File: config.mk
export PLATFORM = sky130hd
export DESIGN_NAME = i2c_slave_regfile
export DESIGN_NICKNAME = d
export VERILOG_FILES = /design/src/rtl/i2c_slave_regfile.sv
export SDC_FILE = /design/constraint.sdc
export NUM_CORES = 1
export LEC_CHECK = 0
export ABC_CLOCK_PERIOD_IN_PS = 1740
export CORE_MARGIN = 1
export CORE_UTILIZATION = 49
export CTS_BUF_LIST = sky130_fd_sc_hd__clkbuf_8 sky130_fd_sc_hd__clkbuf_16
export CTS_CLUSTER_DIAMETER = 30
export DETAILED_ROUTE_END_ITERATION = 8
export PLACE_DENSITY = 0.79
export SLEW_MARGIN = 40
export SYNTH_ARGS = -nofsm -noshare
export SYNTH_HDL_FRONTEND = slang
export SYNTH_SLANG_ARGS = --single-unit
File: constraint.sdc
create_clock -name clk -period 1.74 [get_ports clk]
set_input_delay 0.174 -clock clk [delete_from_list [all_inputs] [get_ports clk]]
set_output_delay 0.174 -clock clk [all_outputs]
set_load 0.02 [all_outputs]
File: src/rtl/i2c_slave_regfile.sv
// I2C slave exposing an 8-bit register port with an auto-incrementing pointer.
// Consumes pre-synchronised scl/sda and drives an open-drain sda enable.
module i2c_slave_regfile #(
  parameter logic [6:0] I2C_ADDRESS = 7'h20
) (
  input  logic       clk,
  input  logic       reset,
  input  logic       scl,
  input  logic       sda_in,
  output logic       sda_out,
  output logic [7:0] reg_addr,
  output logic [7:0] wr_data,
  output logic       wr_strobe,
  input  logic [7:0] rd_data,
  output logic       rd_strobe
);

  localparam logic [3:0] S_IDLE      = 4'd0;
  localparam logic [3:0] S_ADDR      = 4'd1;
  localparam logic [3:0] S_ADDR_ACK  = 4'd2;
  localparam logic [3:0] S_PTR       = 4'd3;
  localparam logic [3:0] S_PTR_ACK   = 4'd4;
  localparam logic [3:0] S_WDATA     = 4'd5;
  localparam logic [3:0] S_WDATA_ACK = 4'd6;
  localparam logic [3:0] S_RDATA     = 4'd7;
  localparam logic [3:0] S_RDATA_ACK = 4'd8;
  localparam logic [3:0] S_IGNORE    = 4'd9;

  logic       scl_q, sda_q;
  logic       rise_q, fall_q, start_q, stop_q;
  logic [3:0] state_q, state_d;
  logic [3:0] cnt_q, cnt_d;
  logic [7:0] shift_q, shift_d;
  logic       rw_q, rw_d;
  logic       ack_q, ack_d;
  logic       sda_out_q, sda_out_d;
  logic [7:0] reg_addr_q, reg_addr_d;
  logic [7:0] wr_data_q, wr_data_d;
  logic       wr_strobe_q, wr_strobe_d;
  logic       rd_strobe_q, rd_strobe_d;
  logic       rx_bit, byte_done;

  // Bus events are registered so the FSM acts one clk after the pin change.
  always_ff @(posedge clk or negedge reset) begin
    if (!reset) begin
      scl_q   <= 1'b1;
      sda_q   <= 1'b1;
      rise_q  <= 1'b0;
      fall_q  <= 1'b0;
      start_q <= 1'b0;
      stop_q  <= 1'b0;
    end else begin
      scl_q   <= scl;
      sda_q   <= sda_in;
      rise_q  <= scl & ~scl_q;
      fall_q  <= ~scl & scl_q;
      start_q <= scl & scl_q & sda_q & ~sda_in;
      stop_q  <= scl & scl_q & ~sda_q & sda_in;
    end
  end

  assign rx_bit    = rise_q && (cnt_q != 4'd8);
  assign byte_done = fall_q && (cnt_q == 4'd8);

  always_comb begin
    state_d     = state_q;
    cnt_d       = cnt_q;
    shift_d     = shift_q;
    rw_d        = rw_q;
    ack_d       = ack_q;
    sda_out_d   = sda_out_q;
    reg_addr_d  = reg_addr_q;
    wr_data_d   = wr_data_q;
    wr_strobe_d = 1'b0;
    rd_strobe_d = 1'b0;
    if (wr_strobe_q || rd_strobe_q) begin
      reg_addr_d = reg_addr_q + 8'd1;
    end
    if (stop_q) begin
      state_d   = S_IDLE;
      sda_out_d = 1'b1;
      cnt_d     = 4'd0;
      ack_d     = 1'b0;
    end else if (start_q) begin
      state_d   = S_ADDR;
      sda_out_d = 1'b1;
      cnt_d     = 4'd0;
      ack_d     = 1'b0;
    end else begin
      case (state_q)
        S_ADDR, S_PTR, S_WDATA: begin
          if (rx_bit) begin
            shift_d = {shift_q[6:0], sda_q};
            cnt_d   = cnt_q + 4'd1;
          end else if (byte_done) begin
            cnt_d     = 4'd0;
            sda_out_d = 1'b0;
            if (state_q == S_ADDR) begin
              if (shift_q[7:1] == I2C_ADDRESS) begin
                rw_d    = shift_q[0];
                state_d = S_ADDR_ACK;
              end else begin
                sda_out_d = 1'b1;
                state_d   = S_IGNORE;
              end
            end else if (state_q == S_PTR) begin
              reg_addr_d = shift_q;
              state_d    = S_PTR_ACK;
            end else begin
              wr_data_d   = shift_q;
              wr_strobe_d = 1'b1;
              state_d     = S_WDATA_ACK;
            end
          end
        end
        S_ADDR_ACK: begin
          if (fall_q) begin
            sda_out_d = 1'b1;
            if (rw_q) begin
              rd_strobe_d = 1'b1;
              state_d     = S_RDATA;
            end else begin
              state_d = S_PTR;
            end
          end
        end
        S_PTR_ACK, S_WDATA_ACK: begin
          if (fall_q) begin
            sda_out_d = 1'b1;
            state_d   = S_WDATA;
          end
        end
        S_RDATA: begin
          // rd_data is valid during the strobe cycle; present its MSB at once.
          if (rd_strobe_q) begin
            shift_d   = rd_data;
            sda_out_d = rd_data[7];
            cnt_d     = 4'd0;
          end else if (fall_q) begin
            if (cnt_q == 4'd7) begin
              sda_out_d = 1'b1;
              cnt_d     = 4'd0;
              ack_d     = 1'b0;
              state_d   = S_RDATA_ACK;
            end else begin
              sda_out_d = shift_q[6];
              shift_d   = {shift_q[6:0], 1'b0};
              cnt_d     = cnt_q + 4'd1;
            end
          end
        end
        S_RDATA_ACK: begin
          if (rise_q) begin
            if (sda_q) begin
              state_d = S_IGNORE;
            end else begin
              ack_d = 1'b1;
            end
          end else if (fall_q && ack_q) begin
            ack_d       = 1'b0;
            rd_strobe_d = 1'b1;
            state_d     = S_RDATA;
          end
        end
        S_IGNORE: begin
          sda_out_d = 1'b1;
        end
        default: begin
          state_d   = S_IDLE;
          sda_out_d = 1'b1;
        end
      endcase
    end
  end

  always_ff @(posedge clk or negedge reset) begin
    if (!reset) begin
      state_q     <= S_IDLE;
      cnt_q       <= 4'd0;
      shift_q     <= 8'h00;
      rw_q        <= 1'b0;
      ack_q       <= 1'b0;
      sda_out_q   <= 1'b1;
      reg_addr_q  <= 8'h00;
      wr_data_q   <= 8'h00;
      wr_strobe_q <= 1'b0;
      rd_strobe_q <= 1'b0;
    end else begin
      state_q     <= state_d;
      cnt_q       <= cnt_d;
      shift_q     <= shift_d;
      rw_q        <= rw_d;
      ack_q       <= ack_d;
      sda_out_q   <= sda_out_d;
      reg_addr_q  <= reg_addr_d;
      wr_data_q   <= wr_data_d;
      wr_strobe_q <= wr_strobe_d;
      rd_strobe_q <= rd_strobe_d;
    end
  end

  assign sda_out   = sda_out_q;
  assign reg_addr  = reg_addr_q;
  assign wr_data   = wr_data_q;
  assign wr_strobe = wr_strobe_q;
  assign rd_strobe = rd_strobe_q;

endmodule

Yosys cells after proc, flatten, opt, wreduce, memory -nomap -nowiden
Cells that the tools add are included.

Add/subtract/negate cells: 2. Equality and inequality tests: 31. Muxes and demuxes: 72. Bitwise gates (word level): 16. Reduce and logical (&&, ||, !) cells: 17.

Operators with widths (count): two-way mux 8 bit (12); two-way mux 4 bit (21); inequality test 4 bit (second input constant) (8); two-way mux 1 bit (31); inequality test 5 bit (second input constant) (5); one-hot mux 4 bit (6 select lines) (1); equality test 4 x 3 -> 1 bit (second input constant) (5); one-hot mux 8 bit (2 select lines) (1); AND reduction 7 bit (2); equality test 4 bit (second input constant) (3); inequality test 3 bit (second input constant) (4); AND reduction 6 bit (2); AND reduction 10 bit (1); inverter 1 bit (9); adder 8 x 1 -> 8 bit (second input constant) (1); equality test 4 x 2 -> 1 bit (second input constant) (2); one-hot mux 4 bit (2 select lines) (1); nonzero test 4 bit (2); bitwise AND 1 bit (7); equality test 7 x 6 -> 1 bit (second input constant) (1); OR reduction 3 bit (2); AND reduction 5 bit (1); adder 4 x 1 -> 4 bit (second input constant) (1); equality test 4 x 1 -> 1 bit (second input constant) (1); 11 further kinds (14).

Flip-flop bits (word level): 43. Input port bits: 12. Output and inout bits: 19. Word-level logic and storage cells: 154.

Depth between registers and ports, before layout
Gate-level depths: netlist of run 1.

Depth after elaboration: 9. Depth in mapped cells: 8. Gate-level depth less buffers: 7.

Worst setup path after synthesis of run 1
OpenSTA, ideal clock, no wires.

Path type: register -> register. Start: register state_q[2]. End: register state_q[0]. Library setup time: 0.125 ns. Data arrival time: 1.690 ns. Required time: 1.615 ns. Path slack: -0.075 ns. Cell stages (with the launch flop): 7. Buffers on the path: 1. Period minus slack after synthesis: 1.815 ns. Cell sequence: dfrtp_1 > buf_2 > nor2_1 > or4_1 > o211ai_1 > a211oi_2 > mux2_2.

Word-level cells in the longest chain between the ends: 7. Elaborated cells on any way between the ends: 28. Those cells by class: eq/ne: 19; mux: 6; reduce/logical: 3.

RTL lines: start, declared (RTL line 31) `logic [3:0] state_q, state_d;`; start signal, assigned (RTL line 189) `state_q <= state_d;`; equality test 4 x 1 -> 1 bit (RTL line 90, 98); two-way mux 4 bit (RTL line 98) `if (state_q == S_ADDR) begin`; two-way mux 4 bit (RTL line 95) `end else if (byte_done) begin`; two-way mux 4 bit (RTL line 92) `if (rx_bit) begin`; one-hot mux 4 bit (6 select lines) (RTL line 90) `case (state_q)`; two-way mux 4 bit (RTL line 84) `end else if (start_q) begin`; two-way mux 4 bit (RTL line 79) `if (stop_q) begin`.

Several ways; a longest one is shown, not always the timed one. The select of a mux whose other input is x is not followed. A chain may end at the register's enable or synchronous reset.

Final worst setup path of run 1
Start: register cnt_q[1]. End: register shift_q[0].

Word-level cells in the longest chain between the ends: 4. Elaborated cells on any way between the ends: 6. Those cells by class: eq/ne: 4; reduce/logical: 2.

RTL lines: start, declared (RTL line 32) `logic [3:0] cnt_q, cnt_d;`; start signal, assigned (RTL line 190) `cnt_q <= cnt_d;`; inequality test 4 bit (RTL line 62) `assign rx_bit = rise_q && (cnt_q != 4'd8);`; logical AND 1 bit (RTL line 62); inequality test 2 bit (no source line); AND reduction 6 bit (no source line) (*); end signal, assigned (RTL line 191) `shift_q <= shift_d;`; end, declared (RTL line 33) `logic [7:0] shift_q, shift_d;`.

Every way passes the cells marked *; elsewhere a longest branch is shown, timed or not.

==> results of run 1 <==
## layout make-up
type / count / area share [%]
repair buffers: 84 / 21.89
well taps: 52 / 1.930
clock inverters: 2 / 0.4082
multi-input cells: 168 / 40.26
clock buffers: 6 / 2.449
flip-flops and latches: 43 / 32.28
inverters: 7 / 0.7792
## timing repair
item                                    4_1_cts  5_1_grt
gates resized for setup                      28       34
hold endpoints to repair                     40        0
endpoints found under the setup margin       27       30
cloned                                        1        1
setup buffers                                15        6
pin swaps                                     7       12
hold buffers                                  1        0
## critical path, cell delays in order (launching register included)
cell	delay, ps
dfrtp_1	440
inv_2	70
ha_4	160
and3b_2	240
buf_6	140
o21ai_1	170
o311a_4	320
nor2_1	90
a31oi_1	220
## worst min-delay path by stage
| stage | start | to | depth (start not counted) |
|---|---|---|---|
| final | sda_in | sda_q$_DFF_PN1_ | 1 |
| after global routing | sda_in | sda_q$_DFF_PN1_ | 1 |
| after CTS | sda_in | sda_q$_DFF_PN1_ | 1 |
| after detailed placement | reset | wr_data[5]$_DFFE_PN0P_ | 2 |
| after global placement | reset | wr_data[2]$_DFFE_PN0P_ | 2 |
| after floorplan | reset | ack_q$_DFFE_PN0P_ | 0 |
## Yosys cell counts, types with 5 or more instances
cell | n | area share (%)
mux2i_1 | 8 | 3.5
nand2_1 | 20 | 3.2
o21ai_0 | 13 | 2.8
mux2_2 | 14 | 6.8
dfrtp_1 | 40 | 43
a21oi_1 | 15 | 3.2
inv_1 | 7 | 1.1
nor2b_1 | 5 | 1.4
nor2_1 | 23 | 3.7
nand3_1 | 6 | 1.3
## where the power goes
group | leakage (nW) | internal [mW] | switching (mW)
sequential | 0.537 | 1.17 | 0.213
combinational | 0.883 | 0.894 | 0.855
clock | 0.0516 | 0.325 | 0.375
## stage by stage
step | setup TNS, ps | power, mW
2_1_floorplan | -95.19 | 2.201
3_3_place_gp | -2300 | 2.687
3_5_place_dp | -3772 | 2.728
4_1_cts | -1208 | 3.609
5_1_grt | -4193 | 4.008
6_report | -2586 | 3.832
## state kept, by name (all words and copies together), names as in the netlist
name       cells
ack_q          1
cnt_q          4
fall_q         1
rd_strobe      1
reg_addr       8
rise_q         1
rw_q           1
scl_q          1
sda_out        1
sda_q          1
shift_q        8
start_q        1
state_q        4
stop_q         1
wr_data        8
wr_strobe      1
## cells by family after synthesis
kind of cell	after synthesis	share of synthesized area (%)
AO/OA/AOI/OAI	50	14.18
AND/OR/NAND/NOR	84	20.56
multiplexers	23	10.77
adder cells (fa/ha/maj)	3	1.624
flip-flops	43	46.70
buffers and inverters	16	3.139
XOR/XNOR	8	3.030
## layer usage
metal,track usage (%),part of all wire [%],up-vias
met5,0,0,-
met4,12.00,2.5,0
met3,5.983,6.5,19
met2,45.09,51,111
met1,33.80,40,1043
li1,-,-,985
## layout by cell type (no fill, tap or decap), drive strengths merged, types with 3 or more instances in the layout
master / synthesis / layout
buf: 6 / 54
dfrtp: 40 / 40
clkdlybuf4s50: 0 / 29
nor2: 23 / 23
nand2: 20 / 20
a21oi: 15 / 15
mux2: 15 / 15
o21ai: 14 / 14
mux2i: 8 / 8
inv: 7 / 8
nand3: 7 / 7
clkbuf: 3 / 6
nor2b: 5 / 5
nor3: 5 / 5
nand4: 4 / 4
xor2: 4 / 4
xnor2: 4 / 4
a31oi: 4 / 4
nor4b: 3 / 3
o21bai: 3 / 3
dfstp: 3 / 3
o22ai: 3 / 3
ha: 3 / 3
==> impl_metrics.py, run 1 <==
metrics = {
    "clock_tree": {
        "numCtsBuffers": 5,
        "cts_max_level": 2,
        "clk_latency_ps": 300,
        "clk_path_buf_depth": 2,
        "cts-root-buf": "clkbuf_8",
        "tritoncts": "done",
        "path_clk_slew_ps": 80,
        "clock_sinks": 43,
    },
    "placement": {
        "dp_hpwl_um": 3986,
        "dpl_cell_area_mm2": 0.002909,
        "dp_slack_ps": -231.4,
        "place.gp.congestion": 0.9108,
        "numPortBuffers": 30,
        "dp_cells": 333,
    },
    "yosys": {
        "async_flop_share_pct": 100.0,
        "syn_nets": 242,
        "synth_warnings": 0,
        "yosysUniqueCellTypes": 49,
        "synthFlopType": "dfrtp_1",
        "synth_seq_cells": 43,
        "synth_edf_count": 0,
        "syn_avg_cell_area_um2": 10.19,
        "syn_inst": 227,
        "syn_area_mm2": 0.002312,
        "synth-seq-area-share_pct": 46.70,
    },
    "min_path": {
        "hp-class": "primary input to flip-flop",
    },
    "finish": {
        "fillers": 283,
        "final_cells": 362,
        "regArea_mm2": 0.001089,
        "design_area_mm2": 0.003372,
        "area_delta_synth_final_pct": 45.83,
        "n_antenna_cell": 0,
        "multi_input_area_mm2": 0.001358,
        "fin_util_pct": 75.87,
        "nets": 324,
        "drive_above_1_share_pct": 38.39,
    },
    "worst_setup_path": {
        "critPathMaxFanout": 16,
        "worstPathArrival_ps": 2160,
        "cp.required_ps": 1940,
        "reg2reg_slack_ps": -220,
        "reg2reg_to": "shift_q[0]$_DFFE_PN0P_",
        "startpoint_type": "flip-flop",
        "path_class": "flip-flop to flip-flop",
        "cp-end-kind": "flip-flop",
        "reg2reg_depth": 8,
        "cp-startpoint": "cnt_q[1]$_DFFE_PN0P_",
        "endpoint": "shift_q[0]$_DFFE_PN0P_",
        "r2r-start": "cnt_q[1]$_DFFE_PN0P_",
    },
    "timing": {
        "timing.final.crit_share_pct": 112.5,
        "rsz0062_at_grt": "yes",
        "clock_skew_ps": 4.069,
        "period_needed_ps": 1958,
        "worstMarginPinSlew_ps": 556.2,
        "max_freq_ghz": 0.5107,
        "setup_viol": 26,
        "fin_ws_ps": -218.1,
        "final_hold_viol_count": 0,
        "slew-limit-headroom_pct": 62.52,
        "hold_slack_ps": 317.5,
        "drv_slew": 0,
    },
    "job": {
        "cap_viol_max_count": 0,
    },
    "drt": {
        "dr.pass1.iters": 7,
        "drc": 2,
        "ant_nets": 0,
        "wl_um": 6856,
        "via_count": 2158,
        "wire_per_inst_um": 18.94,
        "viasPerCell": 5.961,
        "drt-initial-drc-count": 144,
    },
    "floorplan": {
        "initial_core_util_pct": 52.03,
        "core-area_mm2": 0.004444,
        "die_h_um": 70.70,
        "rows": 24,
        "dieWidth_um": 70.70,
        "io_pins": 31,
        "dieArea_mm2": 0.004998,
    },
    "grt": {
        "grt_pass1_wl_um": 10360,
        "antenna_found_initial": 0,
        "grt_remaining_overflow": 0,
        "grt_usage_pct": 27.00,
        "grt_pass1_vias": 2138,
        "grt_max_degree": 44,
    },
    "pwr": {
        "p_per_area_mw_per_mm2": 1137,
        "vdd_ir_drop_max_mv": 0.7433,
        "power_leakage_nw": 1.471,
    },
    "status": {
        "violations": "design-rule violations, negative setup slack",
        "status": "finished, violations left",
    },
}
Note: power is estimated with default switching activity, not from simulation.
==> run 2: changes to the inputs <==
Settings changed: CORE_UTILIZATION 49 to 40, HOLD_SLACK_MARGIN set to 0.05, PLACE_DENSITY 0.79 to 0.68.
==> impl_metrics.py, run 2 (same netlist as run 1, synthesis figures left out) <==
metrics = {
    "status": {
        "status": "finished, violations left",
        "violations": "negative setup slack",
    },
    "floorplan": {
        "rows": 27,
        "initial_core_util_pct": 41.73,
        "dieWidth_um": 78.03,
        "die_h_um": 78.03,
        "io_pins": 31,
        "core-area_mm2": 0.005540,
        "dieArea_mm2": 0.006089,
    },
    "grt": {
        "grt_remaining_overflow": 0,
        "grt_max_degree": 26,
        "grt_usage_pct": 21.35,
        "grt_pass1_vias": 2098,
        "grt_pass1_wl_um": 10170,
        "antenna_found_initial": 0,
    },
    "worst_setup_path": {
        "cp-end-kind": "flip-flop",
        "cp_slowest_cell": "or4_4",
        "critical-path-top-delay-family": "simple AND/OR/NAND/NOR gates",
        "slowest_delay_ps": 510,
        "worstPathCellList": "buf_4 -> or4_4 -> o211ai_1 -> a211oi_2 -> buf_4 -> mux2_4",
        "reg2reg_slack_ps": -230,
        "reg2reg_depth": 6,
        "r2r-start": "state_q[3]$_DFFE_PN0P_",
        "worstPathArrival_ps": 2160,
        "path_class": "flip-flop to flip-flop",
        "startpoint_type": "flip-flop",
        "critPathMaxFanout": 6,
        "cp.required_ps": 1930,
        "path_buf_inv": 2,
        "cpMostUsedCell": "buf_4",
        "reg2reg_to": "state_q[2]$_DFFE_PN0P_",
    },
    "timing": {
        "slew-limit-headroom_pct": 68.49,
        "hold_slack_ps": 324.2,
        "clock_skew_ps": 5.132,
        "setup_viol": 24,
        "rsz0062_at_grt": "yes",
        "worstMarginPinSlew_ps": 472.6,
        "max_freq_ghz": 0.5068,
        "fin_ws_ps": -233.2,
        "final_hold_viol_count": 0,
        "drv_slew": 0,
        "timing.final.crit_share_pct": 113.4,
        "period_needed_ps": 1973,
    },
    "drt": {
        "drc": 0,
        "drt-initial-drc-count": 134,
        "dr.pass1.iters": 4,
        "wl_um": 6154,
        "wire_per_inst_um": 16.07,
        "viasPerCell": 5.457,
        "ant_nets": 0,
        "via_count": 2090,
    },
    "finish": {
        "drive_above_1_share_pct": 37.30,
        "final_common_cell": "buf_4",
        "fin_util_pct": 62.53,
        "final_cells": 383,
        "layout_common_cells": "41 x buf_4, 37 x dfrtp_1, 29 x clkdlybuf4s50_1, 19 x nor2_1, 18 x nand2_1",
        "n_antenna_cell": 0,
        "area_delta_synth_final_pct": 49.84,
        "nets": 325,
    },
    "min_path": {
        "hold_start": "sda_in",
        "hold_end": "sda_q$_DFF_PN1_",
        "whs_path_depth": 1,
        "hp-class": "primary input to flip-flop",
    },
    "clock_tree": {
        "cts_max_level": 2,
        "path_clk_slew_ps": 80,
        "clk_path_buf_depth": 2,
        "clock_sinks": 43,
        "clk_latency_ps": 300,
        "cts-root-buf": "clkbuf_8",
        "numCtsBuffers": 5,
        "tritoncts": "done",
    },
    "placement": {
        "dp_slack_ps": -224.8,
        "numPortBuffers": 30,
        "dp_cells": 355,
        "dp_hpwl_um": 3947,
        "place.gp.congestion": 0.9301,
    },
    "pwr": {
        "p_per_area_mw_per_mm2": 1174,
        "vdd_ir_drop_max_mv": 0.7661,
        "power_mw": 4.069,
        "power_leakage_nw": 1.510,
    },
    "job": {
        "cap_viol_max_count": 0,
    },
}
[run 2: final cells by class]
cell class | count | area [um^2]
clock buffers | 5 | 68.82
multi-input cells | 168 | 1331
clock inverters | 3 | 71.32
repair buffers | 85 | 793.3
inverters | 7 | 26.28
fillers | 452 | 2076
well taps | 72 | 90.09
flip-flops and latches | 43 | 1084
[run 2: worst max path at each step]
| stage | start | slack (ps) | end | cells past startpoint |
|---|---|---|---|---|
| 2_1_floorplan | state_q[2]$_DFFE_PN0P_ | -30 | state_q[0]$_DFFE_PN0P_ | 7 |
| 3_3_place_gp | state_q[1]$_DFFE_PN0P_ | -160 | state_q[1]$_DFFE_PN0P_ | 5 |
| 3_5_place_dp | state_q[3]$_DFFE_PN0P_ | -220 | state_q[0]$_DFFE_PN0P_ | 5 |
| 4_1_cts | state_q[3]$_DFFE_PN0P_ | -140 | rw_q$_DFFE_PN0P_ | 7 |
| 5_1_grt | state_q[3]$_DFFE_PN0P_ | -260 | state_q[2]$_DFFE_PN0P_ | 6 |
| 6_report | state_q[3]$_DFFE_PN0P_ | -230 | state_q[2]$_DFFE_PN0P_ | 6 |
[run 2: per-stage QoR]
| stage | setup TNS [ps] | instance area, um^2 |
|---|---|---|
| CTS | -1431 | 3354 |
| global route | -3932 | 3465 |
| finish | -2461 | 3465 |
| detailed placement | -1952 | 2949 |
| global placement | -1604 | 2949 |
| floorplan | -95.19 | 2328 |
[run 2: layer usage]
metal | wire length, um | global-route usage [%] | share of wire (%) | vias up
li1 | - | - | - | 991
met1 | 2721 | 27.45 | 44 | 1022
met2 | 3076 | 36.99 | 50 | 61
met3 | 216 | 4.070 | 3.5 | 16
met4 | 140 | 5.370 | 2.3 | 0
met5 | 0 | 0 | 0 | -
[run 2: repair_timing]
action | CTS | global route
hold buffers | 1 | 0
buffers inserted | 17 | 1
hold endpoints to repair | 16 | 0
cloned | 1 | 1
setup endpoints to repair | 19 | 35
gates resized for setup | 30 | 29
pin swaps | 7 | 7
[run 2: where the power goes]
group	internal (mW)	switching, mW	total (mW)
clock	0.583	0.369	0.951
sequential	1.17	0.218	1.39
combinational	0.924	0.806	1.73
